File: config.mk
export PLATFORM = sky130hd
export DESIGN_NAME = orientation_rx
export DESIGN_NICKNAME = d
export VERILOG_FILES = /design/src/rtl/orientation_rx.sv
export SDC_FILE = /design/constraint.sdc
export NUM_CORES = 1
export LEC_CHECK = 0
export ABC_AREA = 1
export CAP_MARGIN = 10
export CORE_UTILIZATION = 49
export DETAILED_ROUTE_END_ITERATION = 10
export PLACE_DENSITY_LB_ADDON = 0.05
export RECOVER_POWER = 25
export SYNTH_ARGS = -nofsm -noshare
export SYNTH_HDL_FRONTEND = slang
export SYNTH_SLANG_ARGS = --single-unit
File: constraint.sdc
create_clock -name clk -period 1.3 [get_ports clk]
set_input_delay 0.26 -clock clk [delete_from_list [all_inputs] [get_ports clk]]
set_output_delay 0.26 -clock clk [all_outputs]
set_load 0.02 [all_outputs]
File: src/rtl/orientation_rx.sv
// Receives the 162-bit cube orientation over sck/sdi/load, oversampled in the clk domain.
// Holds the last good frame and reports display completion back to the MCU on done_out.
module orientation_rx #(
  parameter int NBITS       = 162,
  parameter int SYNC_STAGES = 2
) (
  input  logic             clk,
  input  logic             reset,
  input  logic             sck,
  input  logic             sdi,
  input  logic             load,
  input  logic             disp_done,
  output logic [NBITS-1:0] orientation,
  output logic             frame_valid,
  output logic             busy,
  output logic             frame_err,
  output logic             done_out
);

  localparam int            CW   = $clog2(NBITS + 1);
  localparam logic [CW-1:0] FULL = CW'(NBITS);

  typedef enum logic [1:0] {
    IDLE      = 2'd0,
    SHIFT     = 2'd1,
    WAIT_DISP = 2'd2
  } state_e;

  logic [SYNC_STAGES-1:0] sck_sync_q, sck_sync_d;
  logic [SYNC_STAGES-1:0] sdi_sync_q, sdi_sync_d;
  logic [SYNC_STAGES-1:0] load_sync_q, load_sync_d;
  logic                   sck_p_q, sck_p_d;
  logic                   load_p_q, load_p_d;

  state_e                 state_q, state_d;
  logic [NBITS-1:0]       sr_q, sr_d;
  logic [CW-1:0]          cnt_q, cnt_d;
  logic                   ovf_q, ovf_d;
  logic [NBITS-1:0]       orient_q, orient_d;
  logic                   commit_q, commit_d;
  logic                   discard_q, discard_d;
  logic                   frame_valid_q, frame_valid_d;
  logic                   frame_err_q, frame_err_d;
  logic                   busy_q, busy_d;
  logic                   done_q, done_d;

  logic sck_s, sdi_s, load_s;
  logic sck_rise, load_rise, load_fall;

  assign sck_s  = sck_sync_q[SYNC_STAGES-1];
  assign sdi_s  = sdi_sync_q[SYNC_STAGES-1];
  assign load_s = load_sync_q[SYNC_STAGES-1];

  assign sck_rise  =  sck_s  & ~sck_p_q;
  assign load_rise =  load_s & ~load_p_q;
  assign load_fall = ~load_s &  load_p_q;

  always_comb begin
    // NOTE: every signal written here gets its hold value first, so no path
    // through the case statement can leave one unassigned and infer a latch.
    sck_sync_d    = {sck_sync_q[SYNC_STAGES-2:0], sck};
    sdi_sync_d    = {sdi_sync_q[SYNC_STAGES-2:0], sdi};
    load_sync_d   = {load_sync_q[SYNC_STAGES-2:0], load};
    sck_p_d       = sck_s;
    load_p_d      = load_s;

    state_d       = state_q;
    sr_d          = sr_q;
    cnt_d         = cnt_q;
    ovf_d         = ovf_q;
    orient_d      = orient_q;
    busy_d        = busy_q;
    done_d        = done_q;
    commit_d      = 1'b0;
    discard_d     = 1'b0;
    frame_valid_d = commit_q;
    frame_err_d   = discard_q;

    // The verdict on a frame is taken at load_fall; the shadow register and
    // the handshake level update together one cycle later.
    if (commit_q) begin
      orient_d = sr_q;
      done_d   = 1'b0;
    end

    unique case (state_q)
      IDLE: begin
        if (load_rise) begin
          state_d = SHIFT;
          cnt_d   = '0;
          ovf_d   = 1'b0;
          busy_d  = 1'b1;
        end
      end

      SHIFT: begin
        if (load_fall) begin
          busy_d = 1'b0;
          if (cnt_q == FULL && !ovf_q) begin
            commit_d = 1'b1;
            state_d  = WAIT_DISP;
          end else begin
            discard_d = 1'b1;
            state_d   = IDLE;
          end
        end else if (sck_rise && load_s) begin
          if (cnt_q < FULL) begin
            sr_d  = {sr_q[NBITS-2:0], sdi_s};
            cnt_d = cnt_q + CW'(1);
          end else begin
            ovf_d = 1'b1;
          end
        end
      end

      WAIT_DISP: begin
        // A completion cannot belong to a frame that has not been presented yet.
        if (disp_done && !commit_q) begin
          done_d  = 1'b1;
          state_d = IDLE;
        end
        if (load_rise) begin
          state_d = SHIFT;
          cnt_d   = '0;
          ovf_d   = 1'b0;
          busy_d  = 1'b1;
        end
      end

      default: state_d = IDLE;
    endcase
  end

  always_ff @(posedge clk) begin
    // NOTE: non-blocking assignments only, so every flop samples the values
    // from before this edge regardless of statement order.
    if (!reset) begin
      sck_sync_q    <= '0;
      sdi_sync_q    <= '0;
      load_sync_q   <= '0;
      sck_p_q       <= 1'b0;
      load_p_q      <= 1'b0;
      state_q       <= IDLE;
      sr_q          <= '0;
      cnt_q         <= '0;
      ovf_q         <= 1'b0;
      orient_q      <= '0;
      commit_q      <= 1'b0;
      discard_q     <= 1'b0;
      frame_valid_q <= 1'b0;
      frame_err_q   <= 1'b0;
      busy_q        <= 1'b0;
      done_q        <= 1'b1;
    end else begin
      sck_sync_q    <= sck_sync_d;
      sdi_sync_q    <= sdi_sync_d;
      load_sync_q   <= load_sync_d;
      sck_p_q       <= sck_p_d;
      load_p_q      <= load_p_d;
      state_q       <= state_d;
      sr_q          <= sr_d;
      cnt_q         <= cnt_d;
      ovf_q         <= ovf_d;
      orient_q      <= orient_d;
      commit_q      <= commit_d;
      discard_q     <= discard_d;
      frame_valid_q <= frame_valid_d;
      frame_err_q   <= frame_err_d;
      busy_q        <= busy_d;
      done_q        <= done_d;
    end
  end

  assign orientation = orient_q;
  assign frame_valid = frame_valid_q;
  assign frame_err   = frame_err_q;
  assign busy        = busy_q;
  assign done_out    = done_q;

endmodule
== Yosys cells after proc, flatten, opt, wreduce, memory -nomap -nowiden ==
Cells that the tools add are included.
Widths: inputs -> output; s select.

* Add/subtract/negate cells: 1
* $mul: 0
* Divide/modulo/power cells: 0
* $lt $le $gt $ge: 1
* Equality and inequality tests: 11
* Shifts and indexed selects: 0
* Mux-type cells: 24
* Bitwise operators: 7
* Reductions and logical operators: 14

{| class="wikitable"
|+ Operators with widths
! cell !! count
|-
| $mux 8 || 4
|-
| $pmux 8 s2 || 1
|-
| $ne 2x2->1 const B || 6
|-
| $mux 1 || 11
|-
| $mux 2 || 5
|-
| $reduce_and 5->1 || 2
|-
| $reduce_and 3->1 || 3
|-
| $add 8x1->8 const B || 1
|-
| $eq 8x8->1 const B || 1
|-
| $lt 8x8->1 const B || 1
|-
| $pmux 2 s3 || 1
|-
| $not 1->1 || 4
|-
| $pmux 1 s2 || 2
|-
| $reduce_and 4->1 || 1
|-
| $and 1x1->1 || 3
|-
| $logic_and 1x1->1 || 3
|-
| $ne 3x3->1 const B || 1
|-
| $eq 2x1->1 const B || 1
|-
| $eq 2x2->1 const B || 1
|-
| $logic_not 1->1 || 2
|-
| $logic_not 2->1 || 1
|-
| $ne 2x1->1 const B || 1
|-
| $reduce_bool 2->1 || 1
|-
| $reduce_or 2->1 || 1
|}

* Register bits after elaboration: 349
* Latch bits: 0
* Bits in writable memories: 0
* Bits in read-only memories: 0
* Bits of input ports: 6
* Word-level logic and storage cells: 74
* Memories: 0

== Logic depth before layout (Yosys ltp) ==
* Depth in word-level cells: 6
* Mapped depth: 10
* Depth with buffers taken out: 9

== Least setup slack after synthesis ==
Ideal clock, no wire load.

* Path kind: reg2reg
* Start: reg cnt_q[5]
* End: reg sr_q[14]
* Library setup time: 0.070 ns
* Arrival: 1.283 ns
* Data required time: 1.230 ns
* Path slack: -0.053 ns
* Stages on the path, launching flop included: 10
* Buffers on the path: 3
* Clock period less this slack: 1.353 ns
* Path through: dfxtp_1 > nand2_1 > nor2_1 > nand2_1 > nand4_2 > buf_6 > buf_6 > buf_6 > nand2_1 > a21oi_1

* Word-level cells in the longest chain between the ends: 2

{| class="wikitable"
|+ Ends and longest elaborated chain
! item !! line !! text
|-
| start: declaration || 37 || <nowiki>logic [CW-1:0] cnt_q, cnt_d;</nowiki>
|-
| start signal: assignment || 162 || <nowiki>cnt_q <= cnt_d;</nowiki>
|-
| $lt 8x8->1 || 107 || <nowiki>if (cnt_q < FULL) begin</nowiki>
|-
| $reduce_and 4->1 (no source line) || n/a ||
|-
| end signal: assignment || 161 || <nowiki>sr_q <= sr_d;</nowiki>
|-
| end: declaration || 36 || <nowiki>logic [NBITS-1:0] sr_q, sr_d;</nowiki>
|}

No other way between the ends.
A chain may end at the register's enable or synchronous reset.

== Worst setup path in the final report ==
* Start: reg cnt_q[6]
* End: reg sr_q[129]

Same word-level chain as after synthesis.

==> qor.yml <==
violations: "negative setup slack"
grtUsageMet1: 0.280
cp_max_fo: 29
timing.slew.headroom: 0.468
grt_max_degree: 79
setup_ws_ns: -0.222
path_cells: "inv_2 -> nand2_1 -> nand2_1 -> nand4_4 -> clkinv_8 -> clkbuf_16 -> nand2_1 -> a21oi_2"
diodes: 0
critPathBufInv: 3
grt_pass1_wl_um: 46500
nets: 1729
worstPathArrival_ns: 1.98
clockRootBuffer: "clkbuf_16"
yosys-top-cells-count: "378 x nand2_1, 349 x dfxtp_1, 338 x nor2_1, 173 x a21oi_1, 168 x o21ai_0"
tightest_slew_ns: 0.798
post-route-period-util: 1.17
cts_tree: "done"
ys.warnings.count: 0
top_usage_layer: "met2"
max_freq_mhz: 657
required_ns: 1.75
drtPass1Iterations: 5
drive_gt1_frac: 0.213
min_path_type: "in -> reg"
grtUsageTotal: 0.216
max_stage_delay_ns: 0.32
yosysTopAreaCell: "dfxtp_1"
via_per_inst: 5.07
hpwl_um: 15900
async_reset_ff_frac: 0
synth_edf_count: 0
place_congestion: 0.781
setup_viol: 244
cts_sinks: 349
dieArea_um2: 25400
hold_ws_ns: 0.176
die_height_um: 159
clk_path_buf_depth: 3
synthCells: 1566
synth_cell_types: 19
area_delta_synth_final_pct: 26.9
first_global_vias: 9664
wl_per_cell_um: 14.3
p_per_area_nw_per_um2: 1420
io_buffers: 171
cp_slowest_cell: "dfxtp_2"
drtIter0Drc: 716
wirelength_um: 29600
place_ws_ns: -0.169
synth_area_leaders: "dfxtp_1 58%, nand2_1 12%, nor2_1 10%, a21oi_1 7.1%, o21ai_0 6.9%"
remaining_drc_errors: 0
drv_cap: 0
rsz0062_at_grt: "true"
vias: 10500
fp.dieW_um: 159
hold_viol: 0
leakagePower_uw: 0.00692
clkTransAtPathRegs_ns: 0.06
startpoint_type: "register"
setup-tns-final_ns: -30.99
ctsHoldBuffers: 0
maxSlewViolCount: 0
clk_latency_ns: 0.52
rows: 57
layout.cells.non_filler: 2070
status: "finished with violations"
htree_levels: 2
synth_top_area_share: 0.575
finalCriticalPeriod_ns: 1.52
place_inst: 1994
ys.flop_type: "dfxtp_1"
synth-seq-cells: 349
grt_remaining_overflow: 0
start_util: 0.500
use_met3: 0.0440
vdd_drop_max_mv: 1.08
core_area_um2: 24300
antenna_left: 0
grt_antenna_before_repair: 0
end_kind: "register"
met2_usage: 0.362
yosysMostFrequentCell: "nand2_1"
syn_area_per_cell_um2: 7.76
numCtsBuffers: 37
worstSetupPathType: "reg -> reg"
yosysSeqAreaShare: 0.575
synth_nets: 1574
crit_top_cell: "nand2_1"
pin_count: 172
netlist_area_um2: 12200
clock-skew-final_ns: 0.0208
critPathTopFamily: "simple AND/OR/NAND/NOR gates"
-- power by group --
group	switching (uW)	total [uW]	internal, uW
Clock	4230	10800	6560
Combinational	237	341	104
Sequential	8.95	10700	10700
-- worst paths after layout --
| kind | to | cells after the start | slack (ns) | start |
|---|---|---|---|---|
| setup / recovery | sr_q[129] | 8 | -0.22 | cnt_q[6] |
| hold / removal | orientation[2] | 3 | 0.18 | reset |
| setup reg to reg | sr_q[129] | 8 | -0.22 | cnt_q[6] |
| hold reg to reg | sdi_sync_q[1] | 2 | 0.41 | sdi_sync_q[0] |
-- metrics by stage --
step	area, um^2	power (uW)	utilization
after floorplan	12200	11200	-
after global placement	14400	11300	0.590
after detailed placement	14400	11300	0.590
after CTS	15000	22100	0.615
after global routing	15400	22500	0.634
final	15400	21800	0.634
-- cell usage in the layout (no fill, tap or decap), drive strengths merged --
| cell type | Yosys | final |
|---|---|---|
| xor2 | 1 | 1 |
| inv | 32 | 33 |
| clkinv | 0 | 6 |
| nand2 | 378 | 378 |
| a21oi | 173 | 173 |
| o31ai | 1 | 1 |
| buf | 34 | 204 |
| clkbuf | 76 | 71 |
| bufinv | 0 | 3 |
| clkdlybuf4s50 | 0 | 4 |
| o21bai | 2 | 2 |
| ha | 2 | 2 |
| nor2 | 339 | 339 |
| nand4 | 3 | 3 |
| nand3 | 7 | 7 |
| o21ai | 168 | 168 |
| clkinvlp | 0 | 1 |
| dfxtp | 349 | 349 |
| a221o | 1 | 1 |
-- worst register-to-register path, delay by kind of cell, from the launching register on --
| kind | cells | cell delay (ns) |
|---|---|---|
| buffers and inverters | 3 | 0.49 |
| and+or+nand+nor | 4 | 0.52 |
| DFF | 1 | 0.32 |
| AOI/OAI and AO/OA | 1 | 0.11 |
-- state kept, by name (all words and copies together) (netlist names) --
signal	flops
cnt_q	8
sck_sync_q	2
done_out	1
load_sync_q	2
commit_q	1
ovf_q	1
frame_valid	1
load_p_q	1
orientation	162
busy	1
sr_q	162
sdi_sync_q	2
sck_p_q	1
discard_q	1
state_q	2
frame_err	1
-- logic make-up after synthesis --
logic type | count (synthesis) | share of synthesized area
buffers and inverters | 142 | 0.0520
AND/OR/NAND/NOR | 727 | 0.227
AO/OA/AOI/OAI | 345 | 0.143
adder cells (fa/ha/maj) | 2 | 0.00206
flip-flops | 349 | 0.575
XOR/XNOR | 1 | 0.000721
-- routing by layer --
metal | share of wire | wire length, um
met1 | 0.45 | 13400
met2 | 0.47 | 13900
met3 | 0.059 | 1750
met4 | 0.019 | 550
met5 | 0 | 0
-- final cells by class --
class | count | area, um^2
timing repair buffer | 226 | 1860
fill | 2189 | 8900
multi-input combinational | 1075 | 4730
inverter | 32 | 143
clock buffer | 53 | 1110
tap | 324 | 405
sequential | 349 | 7030
clock inverter | 11 | 146
-- repair_timing --
item                                    4_1_cts  5_1_grt
pin swaps                                     0        1
setup buffers                                 0        0
cloned                                        0       12
resized for setup                           752       60
endpoints found under the setup margin      336      238
Power figures use the tool's default switching activity.
